`config.mk`:
```
export PLATFORM = sky130hd
export DESIGN_NAME = multicycle_control_flat
export DESIGN_NICKNAME = d
export VERILOG_FILES = /design/src/rtl/multicycle_control_pkg.sv /design/src/rtl/multicycle_control_if.sv /design/src/rtl/multicycle_control_alu_op_decoder.sv /design/src/rtl/multicycle_control.sv /design/src/flat_wrapper.sv
export SDC_FILE = /design/constraint.sdc
export NUM_CORES = 1
export LEC_CHECK = 0
export CAP_MARGIN = 20
export CELL_PAD_IN_SITES_DETAIL_PLACEMENT = 1
export CELL_PAD_IN_SITES_GLOBAL_PLACEMENT = 1
export CORE_MARGIN = 2
export CORE_UTILIZATION = 28
export DETAILED_ROUTE_END_ITERATION = 10
export GPL_ROUTABILITY_DRIVEN = 0
export PLACE_DENSITY_LB_ADDON = 0.08
export SYNTH_ARGS = -nofsm -noshare
export SYNTH_HDL_FRONTEND = slang
export SYNTH_SLANG_ARGS = --single-unit
export TNS_END_PERCENT = 20
```
`constraint.sdc`:
```
create_clock -name clk -period 1.9 [get_ports clk]
set_input_delay 0.19 -clock clk [delete_from_list [all_inputs] [get_ports clk]]
set_output_delay 0.19 -clock clk [all_outputs]
set_load 0.01 [all_outputs]
```
`src/rtl/multicycle_control_pkg.sv`:
```
// Shared types and encodings for the multicycle RISC-V control unit:
// FSM states, ALU operation codes, opcodes and datapath select values.
`timescale 1ns/1ps
package multicycle_control_pkg;

    typedef enum logic [3:0] {
        FETCH   = 4'd0,
        DECODE  = 4'd1,
        MEM_ADR = 4'd2,
        MEM_RD  = 4'd3,
        MEM_WB  = 4'd4,
        MEM_WR  = 4'd5,
        EXEC_R  = 4'd6,
        EXEC_I  = 4'd7,
        ALU_WB  = 4'd8,
        BRANCH  = 4'd9,
        JAL     = 4'd10,
        ERROR   = 4'd11
    } state_t;

    typedef enum logic [3:0] {
        ALU_ADD   = 4'b0000,
        ALU_SUB   = 4'b0001,
        ALU_XOR   = 4'b0010,
        ALU_OR    = 4'b0011,
        ALU_AND   = 4'b0100,
        ALU_I_SLL = 4'b0101,
        ALU_I_SRL = 4'b0110,
        ALU_R_SLL = 4'b0111,
        ALU_R_SRL = 4'b1000,
        ALU_SLT   = 4'b1001,
        ALU_MUL   = 4'b1010,
        ALU_NONE  = 4'b1111
    } alu_op_t;

    localparam logic [6:0] OP_LOAD   = 7'b0000011;
    localparam logic [6:0] OP_STORE  = 7'b0100011;
    localparam logic [6:0] OP_RTYPE  = 7'b0110011;
    localparam logic [6:0] OP_ITYPE  = 7'b0010011;
    localparam logic [6:0] OP_BRANCH = 7'b1100011;
    localparam logic [6:0] OP_JAL    = 7'b1101111;

    localparam logic       ADR_PC     = 1'b0;
    localparam logic       ADR_RESULT = 1'b1;

    localparam logic [1:0] SRC_A_PC     = 2'b00;
    localparam logic [1:0] SRC_A_OLD_PC = 2'b01;
    localparam logic [1:0] SRC_A_RS1    = 2'b10;

    localparam logic [1:0] SRC_B_RS2  = 2'b00;
    localparam logic [1:0] SRC_B_IMM  = 2'b01;
    localparam logic [1:0] SRC_B_FOUR = 2'b10;

    localparam logic [1:0] RES_ALU_OUT    = 2'b00;
    localparam logic [1:0] RES_MEM_DATA   = 2'b01;
    localparam logic [1:0] RES_ALU_RESULT = 2'b10;

    // beq takes on zero, bne on !zero; other branch flavours never load the PC.
    function automatic logic branch_taken(input logic [2:0] funct3, input logic zero);
        case (funct3)
            3'b000:  return zero;
            3'b001:  return !zero;
            default: return 1'b0;
        endcase
    endfunction

endpackage

```
`src/rtl/multicycle_control_if.sv`:
```
// Bundle between the control unit (master) and the datapath/memory side (slave).
`timescale 1ns/1ps
interface multicycle_control_if;

    logic [6:0] opcode;
    logic [2:0] funct3;
    logic [6:0] funct7;
    logic       zero;
    logic       mem_ready;

    logic       pc_write;
    logic       ir_write;
    logic       reg_write;
    logic       mem_write;
    logic       adr_src;
    logic [1:0] alu_src_a;
    logic [1:0] alu_src_b;
    logic [1:0] result_src;
    logic [3:0] alu_operation;
    logic       illegal;
    logic [3:0] state;

    modport master (
        input  opcode, funct3, funct7, zero, mem_ready,
        output pc_write, ir_write, reg_write, mem_write, adr_src,
               alu_src_a, alu_src_b, result_src, alu_operation, illegal, state
    );

    modport slave (
        output opcode, funct3, funct7, zero, mem_ready,
        input  pc_write, ir_write, reg_write, mem_write, adr_src,
               alu_src_a, alu_src_b, result_src, alu_operation, illegal, state
    );

endinterface

```
`src/rtl/multicycle_control_alu_op_decoder.sv`:
```
// Combinational map from opcode/funct3/funct7 to ALU operation and legality.
`timescale 1ns/1ps
module alu_op_decoder
    import multicycle_control_pkg::*;
(
    input  logic [6:0] opcode,
    input  logic [2:0] funct3,
    input  logic [6:0] funct7,
    output alu_op_t    alu_operation,
    output logic       legal
);

    always_comb begin
        alu_operation = ALU_ADD;
        legal         = 1'b1;
        case (opcode)
            OP_RTYPE: begin
                if (funct7 == 7'b0000001) begin
                    if (funct3 == 3'b000) alu_operation = ALU_MUL;
                    else                  legal = 1'b0;
                end else if (funct7 == 7'b0100000) begin
                    if (funct3 == 3'b000) alu_operation = ALU_SUB;
                    else                  legal = 1'b0;
                end else if (funct7 == 7'b0000000) begin
                    case (funct3)
                        3'b000: alu_operation = ALU_ADD;
                        3'b001: alu_operation = ALU_R_SLL;
                        3'b010: alu_operation = ALU_SLT;
                        3'b011: legal = 1'b0;
                        3'b100: alu_operation = ALU_XOR;
                        3'b101: alu_operation = ALU_R_SRL;
                        3'b110: alu_operation = ALU_OR;
                        3'b111: alu_operation = ALU_AND;
                    endcase
                end else begin
                    legal = 1'b0;
                end
            end
            OP_ITYPE: begin
                case (funct3)
                    3'b000: alu_operation = ALU_ADD;
                    3'b001: alu_operation = ALU_I_SLL;
                    3'b010: alu_operation = ALU_SLT;
                    3'b011: legal = 1'b0;
                    3'b100: alu_operation = ALU_XOR;
                    3'b101: alu_operation = ALU_I_SRL;
                    3'b110: alu_operation = ALU_OR;
                    3'b111: alu_operation = ALU_AND;
                endcase
            end
            OP_LOAD, OP_STORE, OP_BRANCH, OP_JAL: legal = 1'b1;
            default: legal = 1'b0;
        endcase
        if (!legal) alu_operation = ALU_NONE;
    end

endmodule

```
`src/rtl/multicycle_control.sv`:
```
// Moore-style control FSM for a multicycle RV32 subset; outputs decode from the
// current state, with mem_ready/zero/funct3 feeding the enables where needed.
`timescale 1ns/1ps
module multicycle_control
    import multicycle_control_pkg::*;
(
    input  logic                 clk,
    input  logic                 reset,
    multicycle_control_if.master bus
);

    state_t     state_q;
    logic       illegal_q;
    alu_op_t    dec_op;
    logic       dec_legal;

    logic       pc_write_c, ir_write_c, reg_write_c, mem_write_c, adr_src_c;
    logic [1:0] src_a_c, src_b_c, result_src_c;
    alu_op_t    op_c;

    alu_op_decoder u_alu_op_decoder (
        .opcode        (bus.opcode),
        .funct3        (bus.funct3),
        .funct7        (bus.funct7),
        .alu_operation (dec_op),
        .legal         (dec_legal)
    );

    always_ff @(posedge clk or negedge reset) begin
        if (!reset) begin
            state_q   <= FETCH;
            illegal_q <= 1'b0;
        end else begin
            case (state_q)
                FETCH:   if (bus.mem_ready) state_q <= DECODE;
                DECODE: begin
                    if (!dec_legal) begin
                        state_q   <= ERROR;
                        illegal_q <= 1'b1;
                    end else begin
                        case (bus.opcode)
                            OP_LOAD, OP_STORE: state_q <= MEM_ADR;
                            OP_RTYPE:          state_q <= EXEC_R;
                            OP_ITYPE:          state_q <= EXEC_I;
                            OP_BRANCH:         state_q <= BRANCH;
                            OP_JAL:            state_q <= JAL;
                            default: begin
                                state_q   <= ERROR;
                                illegal_q <= 1'b1;
                            end
                        endcase
                    end
                end
                MEM_ADR: state_q <= (bus.opcode == OP_LOAD) ? MEM_RD : MEM_WR;
                MEM_RD:  if (bus.mem_ready) state_q <= MEM_WB;
                MEM_WB:  state_q <= FETCH;
                MEM_WR:  if (bus.mem_ready) state_q <= FETCH;
                EXEC_R:  state_q <= ALU_WB;
                EXEC_I:  state_q <= ALU_WB;
                ALU_WB:  state_q <= FETCH;
                BRANCH:  state_q <= FETCH;
                JAL:     state_q <= ALU_WB;
                ERROR:   state_q <= ERROR;
                default: state_q <= FETCH;
            endcase
        end
    end

    always_comb begin
        pc_write_c   = 1'b0;
        ir_write_c   = 1'b0;
        reg_write_c  = 1'b0;
        mem_write_c  = 1'b0;
        adr_src_c    = ADR_PC;
        src_a_c      = SRC_A_PC;
        src_b_c      = SRC_B_RS2;
        result_src_c = RES_ALU_OUT;
        op_c         = ALU_NONE;
        case (state_q)
            FETCH: begin
                src_b_c      = SRC_B_FOUR;
                result_src_c = RES_ALU_RESULT;
                op_c         = ALU_ADD;
                pc_write_c   = bus.mem_ready;
                ir_write_c   = bus.mem_ready;
            end
            DECODE: begin
                src_a_c = SRC_A_OLD_PC;
                src_b_c = SRC_B_IMM;
                op_c    = ALU_ADD;
            end
            MEM_ADR: begin
                src_a_c = SRC_A_RS1;
                src_b_c = SRC_B_IMM;
                op_c    = ALU_ADD;
            end
            MEM_RD: adr_src_c = ADR_RESULT;
            MEM_WB: begin
                result_src_c = RES_MEM_DATA;
                reg_write_c  = 1'b1;
            end
            MEM_WR: begin
                adr_src_c   = ADR_RESULT;
                mem_write_c = 1'b1;
            end
            EXEC_R: begin
                src_a_c = SRC_A_RS1;
                op_c    = dec_op;
            end
            EXEC_I: begin
                src_a_c = SRC_A_RS1;
                src_b_c = SRC_B_IMM;
                op_c    = dec_op;
            end
            ALU_WB: reg_write_c = 1'b1;
            BRANCH: begin
                src_a_c    = SRC_A_RS1;
                op_c       = ALU_SUB;
                pc_write_c = branch_taken(bus.funct3, bus.zero);
            end
            JAL: begin
                src_a_c    = SRC_A_OLD_PC;
                src_b_c    = SRC_B_FOUR;
                op_c       = ALU_ADD;
                pc_write_c = 1'b1;
            end
            default: ;
        endcase
    end

    // Enables are gated by reset directly so an abort takes effect without waiting for a clock.
    assign bus.pc_write      = pc_write_c  & reset;
    assign bus.ir_write      = ir_write_c  & reset;
    assign bus.reg_write     = reg_write_c & reset;
    assign bus.mem_write     = mem_write_c & reset;
    assign bus.adr_src       = adr_src_c;
    assign bus.alu_src_a     = src_a_c;
    assign bus.alu_src_b     = src_b_c;
    assign bus.result_src    = result_src_c;
    assign bus.alu_operation = op_c;
    assign bus.illegal       = illegal_q;
    assign bus.state         = state_q;

endmodule

```
`src/flat_wrapper.sv`:
```
// flat-port wrapper written by rule: the top's interface ports become plain ports
module multicycle_control_flat import multicycle_control_pkg::*;
  (clk, reset, bus_opcode, bus_funct3, bus_funct7, bus_zero, bus_mem_ready, bus_pc_write, bus_ir_write, bus_reg_write, bus_mem_write, bus_adr_src, bus_alu_src_a, bus_alu_src_b, bus_result_src, bus_alu_operation, bus_illegal, bus_state);
  multicycle_control_if bus_i ();
  input  logic clk;
  input  logic reset;
  input wire logic [$bits(bus_i.opcode)-1:0] bus_opcode;
  input wire logic [$bits(bus_i.funct3)-1:0] bus_funct3;
  input wire logic [$bits(bus_i.funct7)-1:0] bus_funct7;
  input wire logic [$bits(bus_i.zero)-1:0] bus_zero;
  input wire logic [$bits(bus_i.mem_ready)-1:0] bus_mem_ready;
  output wire logic [$bits(bus_i.pc_write)-1:0] bus_pc_write;
  output wire logic [$bits(bus_i.ir_write)-1:0] bus_ir_write;
  output wire logic [$bits(bus_i.reg_write)-1:0] bus_reg_write;
  output wire logic [$bits(bus_i.mem_write)-1:0] bus_mem_write;
  output wire logic [$bits(bus_i.adr_src)-1:0] bus_adr_src;
  output wire logic [$bits(bus_i.alu_src_a)-1:0] bus_alu_src_a;
  output wire logic [$bits(bus_i.alu_src_b)-1:0] bus_alu_src_b;
  output wire logic [$bits(bus_i.result_src)-1:0] bus_result_src;
  output wire logic [$bits(bus_i.alu_operation)-1:0] bus_alu_operation;
  output wire logic [$bits(bus_i.illegal)-1:0] bus_illegal;
  output wire logic [$bits(bus_i.state)-1:0] bus_state;
  assign bus_i.opcode = bus_opcode;
  assign bus_i.funct3 = bus_funct3;
  assign bus_i.funct7 = bus_funct7;
  assign bus_i.zero = bus_zero;
  assign bus_i.mem_ready = bus_mem_ready;
  assign bus_pc_write = bus_i.pc_write;
  assign bus_ir_write = bus_i.ir_write;
  assign bus_reg_write = bus_i.reg_write;
  assign bus_mem_write = bus_i.mem_write;
  assign bus_adr_src = bus_i.adr_src;
  assign bus_alu_src_a = bus_i.alu_src_a;
  assign bus_alu_src_b = bus_i.alu_src_b;
  assign bus_result_src = bus_i.result_src;
  assign bus_alu_operation = bus_i.alu_operation;
  assign bus_illegal = bus_i.illegal;
  assign bus_state = bus_i.state;
  multicycle_control u_core (.clk(clk), .reset(reset), .bus(bus_i));
endmodule
```
==> impl_metrics.yaml <==
outcome:
  outcome: "complete, but fails checks"
  violations: "setup timing"
critical_path:
  end_kind: "output port"
  cp.required_ns: 1.71
  critPathLaunch: "u_core.bus.state[0]$_DFFE_PN0P_"
  worstReg2RegStart: "u_core.bus.state[2]$_DFFE_PN0P_"
  crit_chain: "nor2b_2 -> nand2_1 -> a21oi_1 -> clkdlybuf4s50_1"
  crit_buf_inv: 1
  slowest_stage: "clkdlybuf4s50_1"
  cp_max_fo: 10
  path_class: "flip-flop to output port"
  worst_ep_arrival_time_ns: 1.74
  cp_top_family: "buffers and inverters"
  cp_slowest_stage_delay_ns: 0.56
  startpoint_type: "flip-flop"
global_route:
  grtUsageTotal_pct: 22.2
  grt_max_degree: 15
  grt_pass1_wl_um: 6320
  grt_pass1_vias: 1383
  overflow: 0
  antenna_found_initial: 0
sta:
  setup_slack_ns: -0.0297
  fin_crit_ns: 1.93
  slew_violations: 0
  slew_headroom_pct: 69.9
  setup_violations: 1
  hold_ws_ns: 0.335
  clock_skew_ns: 0.00396
  worstMarginPinSlew_ns: 0.447
  fmax_mhz: 518
  finalHoldViolations: 0
  rsz0062_at_grt: "yes"
  fin_crit_sh_pct: 102
placement:
  portBuffers: 40
  hpwl_um: 3210
  pre_cts_ws_ns: -0.649
  dp.cells: 253
layout:
  regArea_sq_um: 130
  drive_gt1_share_pct: 40.5
  num-nets-final: 242
  fill_cells: 421
  final_cells: 266
  antenna_cells: 0
  multi_input_area_sq_um: 870
  fin_util_pct: 56.6
  area_delta_synth_final_pct: 98.5
power_and_ir_drop:
  ir_drop_uv: 414
  swShare_pct: 45.1
  p_sw_uw: 907
  report.power.total_uw: 2010
  leakage_uw: 0.000860
  power.density_nw_per_um2: 1080
  power_frac_seq_pct: 12.1
  clkPwrFrac_pct: 6.2
  p_int_uw: 1100
  power_frac_comb_pct: 81.7
detailed_routing:
  drt-wirelength-per-cell_um: 16.5
  drt-pass1-iter-count: 3
  first_iter_violations: 45
  via_per_inst: 5.15
  routed_wl_um: 4380
  num_vias: 1369
  drc: 0
  ant_nets: 0
clock_tree:
  cts-root-buf: "clkbuf_4"
  htree_num_levels: 1
  cts_tree: "built"
  numCtsBuffers: 3
  clock-sinks: 5
  clk_latency_ns: 0.24
  clockBufferDepth: 2
  path_clk_slew_ns: 0.05
  ctsHoldBuffers: 0
yosys:
  synth-async-reset-ratio_pct: 100
  synth.distinct_cells: 50
  ys_top_cells_by_area: "dfrtp_1 (13%), a21oi_1 (5.9%), nand2_1 (5.6%)"
  synth.net_count: 155
  syn_avg_cell_area_sq_um: 6.99
  yosysTopAreaCellShare_pct: 13.4
  yosysWarningCount: 0
  synthCells: 134
  netlist_area_sq_um: 937
  ys_seq_area_share_pct: 13.4
  synth_edf_count: 0
  ys_ff_latch: 5
  synth_largest_area_cell: "dfrtp_1"
  synthFlopType: "dfrtp_1"
min_path:
  hp-class: "primary input to async pin"
floorplanning:
  ios: 41
  die_area_sq_um: 3830
  coreArea_sq_um: 3280
  die_h_um: 61.9
  start_util_pct: 28.5
  fp.dieW_um: 61.9
  rows: 21
job:
  drv_cap: 0
## logic make-up (layout without fill, tap and decap cells)
family / count (synthesis) / in the layout / synth area share, %
compound gates: 40 / 40 / 31.5
xor+xnor: 4 / 4 / 3.74
buf+inv: 13 / 99 / 5.87
flops: 5 / 5 / 13.4
mux: 3 / 3 / 3.20
simple gates: 69 / 69 / 42.3
## stage by stage
step,setup TNS [ns],area [sq um]
finish,-0.0297,1860
floorplan,0,937
global route,-0.305,1860
CTS,-0.205,1790
detailed placement,-3.65,1670
global placement,-3.26,1670
## path summary, 6_finish.rpt
check	end	slack, ns	cells after the start
min	u_core.bus.state[0]$_DFFE_PN0P_	0.34	2
max	bus_alu_src_a[0]	-0.03	4
max in group asynchronous	u_core.bus.state[1]$_DFFE_PN0P_	1.44	2
min reg2reg	u_core.bus.illegal$_DFFE_PN0P_	0.50	1
max reg2reg	u_core.bus.state[3]$_DFFE_PN0P_	0.28	7
min in group clk	u_core.bus.illegal$_DFFE_PN0P_	0.50	1
## layout by cell type (no fill, tap or decap), types with 4 or more instances in the layout
cell / instances
nand2_1: 13
nor3_1: 4
buf_2: 7
and3_1: 4
dlygate4sd2_1: 9
nand3b_1: 4
nor2_1: 11
nor2b_1: 4
nand2b_1: 4
a21oi_1: 10
dfrtp_2: 4
o21ai_0: 5
dlymetal6s2s_1: 5
buf_4: 50
clkdlybuf4s50_1: 16
## sequential cells by signal, indices dropped and copies added (netlist names)
register	flops
u_core.bus.illegal	1
u_core.bus.state	4
## cell usage after synthesis (all sizes together), types with 2 or more instances
cell      n
nor2b     7
a21oi    11
a2111oi   2
buf       7
and3      4
xor2      3
a22oi     3
nand3b    4
nor3b     3
a31oi     2
o21ai     8
nor2     13
inv       3
nor4      3
mux2i     3
nand2b    4
and3b     2
nor3      6
or3       2
nand3     3
clkbuf    3
dfrtp     5
nand2    14
## area by class of cell
cell class	instances	share of cell area [%]
Tap cell	46	3.09
Multi-Input combinational cell	116	46.7
Clock buffer	4	1.41
Sequential cell	5	6.99
Inverter	3	0.605
Timing Repair Buffer	92	41.2
## power groups by stage
stage,combinational [uW],sequential (uW),clock [uW]
after floorplan,727,197,0
after global placement,1540,244,0
after detailed placement,1560,250,0
after CTS,1510,261,125
after global routing,1770,250,142
final,1640,243,126
## routing by layer
layer | global-route usage, % | share of wire (%) | up-vias
met1 | 23.7 | 40 | 659
met3 | 2.28 | 1.9 | 8
met4 | 7.60 | 2.1 | 0
li1 | - | - | 668
met5 | 0 | 0 | -
met2 | 44.2 | 56 | 34
## timing repair
item | CTS | global route
resized for setup | 60 | 15
buffers inserted | 4 | 5
pin swaps | 5 | 5
endpoints found under the setup margin | 15 | 13
hold endpoints to repair | 0 | 0
No activity file was read; power rests on OpenSTA's default activity.
